### src/rtl/i2s_pkg.sv
// Shared types and constants for the I2S transmit output stage.
package i2s_pkg;

  localparam int unsigned SAMPLE_W          = 24;
  localparam int unsigned DEFAULT_SLOT_BITS = 32;

  typedef struct packed {
    logic [SAMPLE_W-1:0] l;
    logic [SAMPLE_W-1:0] r;
  } stereo_sample_t;

endpackage

### src/rtl/sample_fifo.sv
// Synchronous stereo-pair FIFO with registered level; pushes when full are dropped.
module sample_fifo
  import i2s_pkg::*;
#(
  parameter int unsigned DEPTH = 4
) (
  input  logic                   clk,
  input  logic                   reset,
  input  logic                   flush,
  input  logic                   push,
  input  logic                   pop,
  input  stereo_sample_t         wr_data,
  output stereo_sample_t         rd_data,
  output logic                   full,
  output logic                   empty,
  output logic [$clog2(DEPTH):0] level
);

  localparam int unsigned AW = $clog2(DEPTH);
  localparam int unsigned LW = AW + 1;

  stereo_sample_t mem [DEPTH];
  logic [AW-1:0]  wr_ptr;
  logic [AW-1:0]  rd_ptr;
  logic           do_push;
  logic           do_pop;

  always_comb begin
    full    = (level == LW'(DEPTH));
    empty   = (level == '0);
    do_push = push && !full;
    do_pop  = pop && !empty;
    rd_data = mem[rd_ptr];
  end

  always_ff @(posedge clk) begin
    if (reset || flush) begin
      wr_ptr <= '0;
      rd_ptr <= '0;
      level  <= '0;
    end else begin
      if (do_push) wr_ptr <= wr_ptr + AW'(1);
      if (do_pop)  rd_ptr <= rd_ptr + AW'(1);
      if (do_push && !do_pop)      level <= level + LW'(1);
      else if (do_pop && !do_push) level <= level - LW'(1);
    end
  end

  always_ff @(posedge clk) begin
    if (do_push) mem[wr_ptr] <= wr_data;
  end

endmodule

### src/rtl/i2s_tx_serializer.sv
// Buffers stereo pairs and serializes them as I2S (bck/lrck/sdata) from clk.
// Optional: define I2S_TX_UNDERRUN_CNT_EN to add a saturating underrun_count output.
module i2s_tx_serializer
  import i2s_pkg::*;
#(
  parameter int unsigned FIFO_DEPTH = 4,
  parameter int unsigned BCK_DIV    = 2,
  parameter int unsigned SLOT_BITS  = DEFAULT_SLOT_BITS
) (
  input  logic                        clk,
  input  logic                        reset,
  input  logic                        run,
  input  logic                        mute,
  input  logic                        l_data_valid,
  input  logic                        r_data_valid,
  input  logic [SAMPLE_W-1:0]         l_data_in,
  input  logic [SAMPLE_W-1:0]         r_data_in,
  output logic                        i2s_bck,
  output logic                        i2s_lrck,
  output logic                        i2s_sdata,
  output logic [$clog2(FIFO_DEPTH):0] fifo_level,
  output logic                        overflow,
  output logic                        underrun
`ifdef I2S_TX_UNDERRUN_CNT_EN
  ,
  output logic [15:0]                 underrun_count
`endif
);

  localparam int unsigned FRAME_BITS = 2 * SLOT_BITS;
  localparam int unsigned DIV_W      = (BCK_DIV > 1) ? $clog2(BCK_DIV) : 1;
  localparam int unsigned CNT_W      = $clog2(FRAME_BITS);

  logic [DIV_W-1:0]      div_cnt;
  logic [CNT_W-1:0]      bit_cnt;
  logic [CNT_W-1:0]      bit_cnt_nxt;
  logic [FRAME_BITS-1:0] shreg;
  logic [FRAME_BITS-1:0] frame_word;
  logic [SAMPLE_W-1:0]   l_hold;
  logic                  tc;
  logic                  shift_evt;
  logic                  frame_load;
  logic                  fifo_push;
  logic                  fifo_pop;
  logic                  fifo_flush;
  logic                  fifo_full;
  logic                  fifo_empty;
  stereo_sample_t        push_pair;
  stereo_sample_t        head_pair;
  stereo_sample_t        load_pair;

  always_comb begin
    tc          = (div_cnt == DIV_W'(BCK_DIV - 1));
    shift_evt   = run && tc && i2s_bck;
    bit_cnt_nxt = (bit_cnt == CNT_W'(FRAME_BITS - 1)) ? '0 : bit_cnt + CNT_W'(1);
    frame_load  = shift_evt && (bit_cnt_nxt == '0);
    fifo_flush  = !run;
    // Full-FIFO pushes are dropped inside the FIFO; fullness is pre-pop.
    fifo_push   = run && r_data_valid;
    fifo_pop    = frame_load && !fifo_empty;
    push_pair.l = l_data_valid ? l_data_in : l_hold;
    push_pair.r = r_data_in;
    load_pair   = (mute || fifo_empty) ? '0 : head_pair;
    frame_word  = (FRAME_BITS'(load_pair.l) << (FRAME_BITS - SAMPLE_W))
                | (FRAME_BITS'(load_pair.r) << (SLOT_BITS - SAMPLE_W));
  end

  sample_fifo #(
    .DEPTH (FIFO_DEPTH)
  ) u_fifo (
    .clk     (clk),
    .reset   (reset),
    .flush   (fifo_flush),
    .push    (fifo_push),
    .pop     (fifo_pop),
    .wr_data (push_pair),
    .rd_data (head_pair),
    .full    (fifo_full),
    .empty   (fifo_empty),
    .level   (fifo_level)
  );

  // Bit counter presets to the last slot bit so the first shift event loads a frame.
  always_ff @(posedge clk) begin
    if (reset || !run) begin
      div_cnt   <= '0;
      i2s_bck   <= 1'b0;
      bit_cnt   <= CNT_W'(FRAME_BITS - 1);
      i2s_lrck  <= 1'b0;
      i2s_sdata <= 1'b0;
      shreg     <= '0;
      l_hold    <= '0;
    end else begin
      div_cnt <= tc ? '0 : div_cnt + DIV_W'(1);
      if (tc) i2s_bck <= ~i2s_bck;
      if (shift_evt) begin
        bit_cnt   <= bit_cnt_nxt;
        i2s_lrck  <= (bit_cnt_nxt >= CNT_W'(SLOT_BITS));
        i2s_sdata <= shreg[FRAME_BITS-1];
        shreg     <= frame_load ? frame_word : {shreg[FRAME_BITS-2:0], 1'b0};
      end
      if (l_data_valid) l_hold <= l_data_in;
    end
  end

  always_ff @(posedge clk) begin
    if (reset) begin
      overflow <= 1'b0;
      underrun <= 1'b0;
    end else begin
      overflow <= fifo_push && fifo_full;
      underrun <= frame_load && fifo_empty;
    end
  end

`ifdef I2S_TX_UNDERRUN_CNT_EN
  always_ff @(posedge clk) begin
    if (reset) underrun_count <= '0;
    else if (underrun && (underrun_count != '1)) underrun_count <= underrun_count + 16'd1;
  end
`endif

endmodule

### config.mk
export PLATFORM = sky130hd
export DESIGN_NAME = i2s_tx_serializer
export DESIGN_NICKNAME = d
export VERILOG_FILES = /design/src/rtl/i2s_pkg.sv /design/src/rtl/sample_fifo.sv /design/src/rtl/i2s_tx_serializer.sv
export SDC_FILE = /design/constraint.sdc
export NUM_CORES = 1
export LEC_CHECK = 0
export ABC_AREA = 1
export CAP_MARGIN = 20
export CORE_MARGIN = 2
export CORE_UTILIZATION = 54
export CTS_CLUSTER_DIAMETER = 40
export DETAILED_ROUTE_END_ITERATION = 10
export DONT_BUFFER_PORTS = 1
export PLACE_DENSITY = 0.69
export SYNTH_ARGS = -nofsm -noshare
export SYNTH_HDL_FRONTEND = slang
export SYNTH_SLANG_ARGS = --single-unit
### constraint.sdc
create_clock -name clk -period 5.2 [get_ports clk]
set_input_delay 1.04 -clock clk [delete_from_list [all_inputs] [get_ports clk]]
set_output_delay 1.04 -clock clk [all_outputs]
set_load 0.005 [all_outputs]
==> results of run 1 <==
==> sequential cells by signal (all words and copies together) (netlist names), named ones only <==
name	cells
u_fifo.wr_ptr	2
i2s_lrck	1
i2s_bck	1
l_hold	24
overflow	1
div_cnt	1
bit_cnt	6
shreg	56
u_fifo.level	3
u_fifo.mem	192
u_fifo.rd_ptr	2
underrun	1
i2s_sdata	1
==> metrics by stage <==
step                      utilization [%]  hold slack [ns]  instance area, um2  instances
after global placement               55.5            0.444               12500       1551
after detailed placement             55.5            0.453               12500       1551
after floorplan                         -            0.426               12300       1323
after CTS                            61.2            0.456               13800       1622
after global routing                 61.2            0.483               13800       1622
final                                61.2            0.456               13800       1622
==> area by class of cell <==
class                           count  share of cell area, %
Sequential cell                   293                   56.6
Clock inverter                     21                   1.34
Clock buffer                       50                   7.99
Multi-Input combinational cell    883                   28.5
Timing Repair Buffer               20                   1.09
Inverter                           70                   1.91
Tap cell                          285                   2.59
==> worst max-delay path: cells and delay by family, from the launching register on <==
family,cells,cell delay [ns]
flip-flops,1,0.49
AND/OR/NAND/NOR,7,1.28
adder cells (fa/ha/maj),3,0.70
AO/OA/AOI/OAI,4,0.47
buffers and inverters,1,0.09
==> power by group <==
| group | internal, W | leakage, nW | total (W) | switching (W) |
|---|---|---|---|---|
| Sequential | 0.00252 | 2.57 | 0.00253 | 0.0000114 |
| Clock | 0.00160 | 0.631 | 0.00258 | 0.000977 |
| Combinational | 0.0000366 | 2.08 | 0.000139 | 0.000102 |
| Total | 0.00416 | 5.28 | 0.00525 | 0.00109 |
==> placed cells by master (no fill, tap or decap), types with 2 or more instances in the layout <==
cell,netlist,routed
clkbuf_8,0,4
nor2_1,179,173
inv_2,2,2
inv_6,0,3
clkbuf_16,0,41
nand3_2,11,11
inv_1,65,65
nand2_4,2,2
nand3_1,112,112
dfxtp_1,101,99
o21ai_0,47,47
bufinv_16,0,2
a21oi_1,97,96
clkinv_2,0,6
clkbuf_1,45,5
nand2_1,407,407
clkinv_1,3,6
buf_4,4,20
nand2_2,2,2
ha_1,7,7
clkinvlp_4,0,2
edfxtp_1,192,192
nor2_2,5,6
clkinv_4,0,4
nand4_1,2,2
nor3_1,3,3
nor2_4,0,5
==> cell families (layout without fill, tap and decap cells) <==
| group | Yosys count | after routing | synth area share [%] |
|---|---|---|---|
| buffers and inverters | 147 | 161 | 5.18 |
| AOI/OAI and AO/OA | 149 | 149 | 6.17 |
| and+or+nand+nor | 725 | 725 | 24.4 |
| DFF | 293 | 293 | 63.3 |
| adders and majority gates | 8 | 8 | 0.875 |
| xor gates and xnor gates | 1 | 1 | 0.0712 |
==> worst max path at each step <==
stage	from	to	slack, ns	cells after the start
after global placement	run	u_fifo.level[2]	1.89	12
after floorplan	r_data_valid	u_fifo.mem[0][0]	1.28	4
after CTS	bit_cnt[0]	u_fifo.level[2]	2.09	15
final	bit_cnt[0]	u_fifo.level[2]	2.04	15
after global routing	bit_cnt[0]	u_fifo.level[2]	1.75	15
after detailed placement	run	u_fifo.level[2]	1.87	12
==> layer usage <==
metal	routed length [um]	track usage, %	vias up
met5	0	0	-
met4	525	7.23	0
met3	1460	4.15	43
met2	12800	37.9	206
met1	11600	29.6	4065
li1	-	-	4328
==> run metrics, run 1 <==
worst vdd ir 282 uV; post-DR wirelength/cell 16.2 um; core box area 0.0225 mm2; DRT Pass-1 Iters 5; chip height 155 um; routability congestion estimate 0.770; Clk pin slew, worst setup/hold paths 0.05 ns; total power 0.00525 W; Yosys reg bits 293; diode count 0; layout cells sized above 1 8.75%; Die W 155 um; warnings from Yosys 0; PortBufs 0; fin crit period 3.16 ns; setup_tns 0 ns; reg-to-reg startpoint bit_cnt[0]; Worst Hold Class reg2reg; hold depth 2; worst-margin pin slew 1.03 ns; hold wc startpoint shreg[32]; DR vias 8,642; Total GRT Usage 22.4%; Mean Syn Cell Area 9.29 um2; EDFF count, synth 192; cell taking the most area after synthesis edfxtp_1; Peak Freq 316 MHz; Slew Limit Fails 0; Critical R2R Capture u_fifo.level[2]; Area growth, synth to finish 12.0%; Slew headroom 31.2%; Via density 5.33; syn nets 1,385; Worst EP arrival 3.55 ns; TritonCTS Buffers 39; global route total overflow 0; area occupied by multi-input gates 0.00392 mm2; sequential area share after synthesis 63.3%; post_cts resized 0; clock latency on the worst-skew pair 0.52 ns; top post-synthesis cells by area edfxtp_1 (47%), dfxtp_1 (16%), nand2_1 (12%), nor2_1 (5.5%), nand3_1 (4.6%); initial antenna violation count 0; RSZ-0062 raised after global routing no; clock sinks 293; commonest register cell after synthesis edfxtp_1; Post CTS Setup Buffer Count 0; Synth Instances 1,323; Critical Path RT 5.58 ns; mapped cell area 0.0123 mm2; FF+latch area 0.00779 mm2; H-tree level count 2; Die ar. 0.0240 mm2; Leak 5.28 nW; largest net degree at the start of global routing 75; initial detailed-routing violation count 493; CP max stage delay 0.60 ns; vias in the first global route 8,520; Starting Density 54.6%; reg2reg path depth 15; share of Yosys cell area claimed by the top area cell type 46.9%; CTS tree done; Setup crit start kind flop; maxcap violations 0; post-layout net count 1,369; DRT antenna net count 0; post-route setup slack 2.04 ns; Remaining DRCs 0; asr flop ratio synth 0%; HPWL after DPL 15.3 mm; CTS hold repair buffers 0; Root Buffer clkbuf_16; DP Worst Slack 1.87 ns; count leader, synth nand2_1; CP cell instances ha_1 -> nand2_2 -> nor2_2 -> nand2_1 -> nand2_2 -> nand2_4 -> nor2_8 -> nand3_2 -> ha_1 -> inv_1 -> fa_1 -> o21ai_0 -> a21o_1 -> o21ai_0 -> a21oi_1; slowest CP cell nor2_8; io pins 62; Critical Path End Type flop; critical path class reg2reg; Yosys cell types 33; skew final 0.0160 ns; Crit Path Max Fanout 50; first-pass GRT wire length 43.0 mm; status completed; synth cell count leaders nand2_1 (407), edfxtp_1 (192), nor2_1 (179); Tcrit/Tclk final 60.8%; WHS Endpoint shreg[33]; final setup fails 0; clock buffer depth 3; count of final hold-check violations 0; worst reg2reg setup slack 2.04 ns; Power Density 382 mW/mm2; Filler cells 1,838; row cnt 55; Total Routed Length 26.3 mm
No activity file was read; power rests on OpenSTA's default activity.
==> inputs of run 2 (changes only) <==
--- a/config.mk
+++ b/config.mk
@@ -12,7 +12,7 @@
 export CTS_CLUSTER_DIAMETER = 40
 export DETAILED_ROUTE_END_ITERATION = 10
 export DONT_BUFFER_PORTS = 1
-export PLACE_DENSITY = 0.69
+export PLACE_DENSITY = 0.72
 export SYNTH_ARGS = -nofsm -noshare
 export SYNTH_HDL_FRONTEND = slang
 export SYNTH_SLANG_ARGS = --single-unit
==> constraint.sdc (replaced) <==
create_clock -name clk -period 2.7 [get_ports clk]
set_input_delay 0.54 -clock clk [delete_from_list [all_inputs] [get_ports clk]]
set_output_delay 0.54 -clock clk [all_outputs]
set_load 0.005 [all_outputs]
==> run metrics, run 2 (synthesized netlist as in run 1, its figures left out) <==
vias in the first global route 8,093 (-5.0%); io pins 62 (unchanged); Remaining DRCs 0 (unchanged); skew final 0.0168 ns (+0.000848 ns); fin crit period 2.45 ns (-0.711 ns); worst vdd ir 606 uV (+110%); Peak Freq 408 MHz (+29%); Power Density 702 mW/mm2 (+84%); buffers plus inverters on the worst setup path 1 (unchanged); Die ar. 0.0240 mm2 (unchanged); WHS Endpoint underrun; Critical R2R Capture u_fifo.level[2]; largest net degree at the start of global routing 97 (+29%); core box area 0.0225 mm2 (unchanged); routability congestion estimate 0.803 (+4.3%); hold depth 1 (-1); Critical Path End Type flop; count of final hold-check violations 0 (unchanged); Total GRT Usage 21.8% (-0.61 points); Crit path max-delay family adder cells; first-pass GRT wire length 41.8 mm (-2.8%); slowest CP cell dfxtp_1; Crit Path Max Fanout 9 (-82%); Clk pin slew, worst setup/hold paths 0.06 ns (about the same); DR vias 8,670 (+0.32%); clock buffer depth 3 (unchanged); DP Worst Slack 0.253 ns (-1.62 ns); TritonCTS Buffers 36 (-7.7%); Leak 5.25 nW (-0.63%); clock latency on the worst-skew pair 0.51 ns (about the same); RSZ-0062 raised after global routing no; worst-margin pin slew 0.760 ns (-0.270 ns); CTS tree done; CP max stage delay 0.47 ns (-0.13 ns); Starting Density 54.6% (unchanged); reg-to-reg startpoint bit_cnt[0]; hold wc startpoint reset; Worst EP arrival 2.84 ns (-0.71 ns); clock sinks 293 (unchanged); post_cts resized 0 (unchanged); reg2reg path depth 15 (unchanged); cell count along the critical path 15 (unchanged); global route total overflow 0 (unchanged); post-DR wirelength/cell 15.9 um (-2.2%); Die W 155 um (unchanged); HPWL after DPL 14.4 mm (-5.7%); layout cells sized above 1 8.68% (-0.068 points); Via density 5.35 (+0.39%); Root Buffer clkbuf_16; initial detailed-routing violation count 558 (+13%); critical path class reg2reg; CTS hold repair buffers 0 (unchanged); status completed; post-route setup slack 0.248 ns (-1.79 ns); H-tree level count 2 (unchanged); DRT antenna net count 0 (unchanged); Critical Path Start bit_cnt[0]; total power 0.00966 W (+84%); Reg with most FFs u_fifo.mem; Filler cells 1,845 (+0.38%); worst reg2reg setup slack 0.25 ns (-1.79 ns); Post CTS Setup Buffer Count 0 (unchanged); Setup crit start kind flop; maxcap violations 0 (unchanged); Worst Hold Class in2reg; Total Routed Length 25.7 mm (-2.3%); initial antenna violation count 0 (unchanged); Slew Limit Fails 0 (unchanged); row cnt 55 (unchanged); commonest non-fill, non-tap cells in the layout nand2_1 (407), edfxtp_1 (192), nor2_1 (173); Area growth, synth to finish 12.0% (about the same); final setup fails 0 (unchanged); max reg flops 192 (unchanged); Regs by FF count u_fifo.mem (192), shreg (56), l_hold (24); commonest non-fill, non-tap cell in the layout nand2_1; Critical Path RT 3.09 ns (-2.49 ns); diode count 0 (unchanged); DRT Pass-1 Iters 5 (unchanged); CP cell instances ha_1 -> nand2_2 -> nor2_2 -> nand2_1 -> nand2_2 -> nand2_4 -> nor2_8 -> nand3_2 -> ha_1 -> inv_1 -> fa_1 -> o21ai_0 -> a21o_1 -> o21ai_0 -> a21oi_1; chip height 155 um (unchanged); Slew headroom 49.3% (+18 points); post-layout net count 1,371 (+0.15%); PortBufs 0 (unchanged); Tcrit/Tclk final 90.8% (+30 points)
==> run 2: power breakdown <==
| part | internal [W] | switching, W |
|---|---|---|
| Clock | 0.00268 | 0.00183 |
| Combinational | 0.0000763 | 0.000198 |
| Sequential | 0.00486 | 0.0000210 |
| Total | 0.00761 | 0.00205 |
==> run 2: layout make-up <==
cell class / count / area, um2 / share of cell area (%)
clock buffers: 47 / 972 / 7.06
well taps: 285 / 357 / 2.59
inverters: 70 / 263 / 1.91
flip-flops and latches: 293 / 7790 / 56.6
repair buffers: 25 / 300 / 2.18
multi-input cells: 883 / 3920 / 28.5
clock inverters: 18 / 163 / 1.18
==> run 2: worst max-delay path by stage <==
stage                        to  slack [ns]
2_1_floorplan  u_fifo.mem[0][0]       -0.72
3_3_place_gp    u_fifo.level[2]        0.36
3_5_place_dp    u_fifo.level[2]        0.25
4_1_cts         u_fifo.level[2]        0.26
5_1_grt         u_fifo.level[2]       0.005
6_report        u_fifo.level[2]        0.25
==> run 2: worst register-to-register path, cell delays in order, from the launching register on <==
cell,delay [ns]
dfxtp_1,0.47
ha_1,0.26
nand2_2,0.08
nor2_2,0.11
nand2_1,0.09
nand2_2,0.11
nand2_4,0.07
nor2_8,0.09
nand3_2,0.10
ha_1,0.21
inv_1,0.10
fa_1,0.20
o21ai_0,0.10
a21o_1,0.17
o21ai_0,0.13
a21oi_1,0.05
==> run 2: routing by layer <==
| metal | GRT usage [%] | share of wire [%] |
|---|---|---|
| met1 | 29.5 | 44 |
| met2 | 36.4 | 48 |
| met3 | 3.73 | 6.1 |
| met4 | 6.48 | 2.0 |
| met5 | 0 | 0 |
==> run 2: through the flow <==
step | setup TNS (ns) | instance area [um2] | instances | hold WS [ns] | utilization (%)
6_report | 0 | 13800 | 1621 | 0.110 | 61.2
3_5_place_dp | 0 | 12600 | 1556 | 0.452 | 56.1
4_1_cts | 0 | 13800 | 1621 | 0.0970 | 61.2
2_1_floorplan | -138.14 | 12300 | 1323 | 0.426 | -
3_3_place_gp | 0 | 12600 | 1556 | 0.443 | 56.1
5_1_grt | 0 | 13800 | 1621 | 0.103 | 61.2
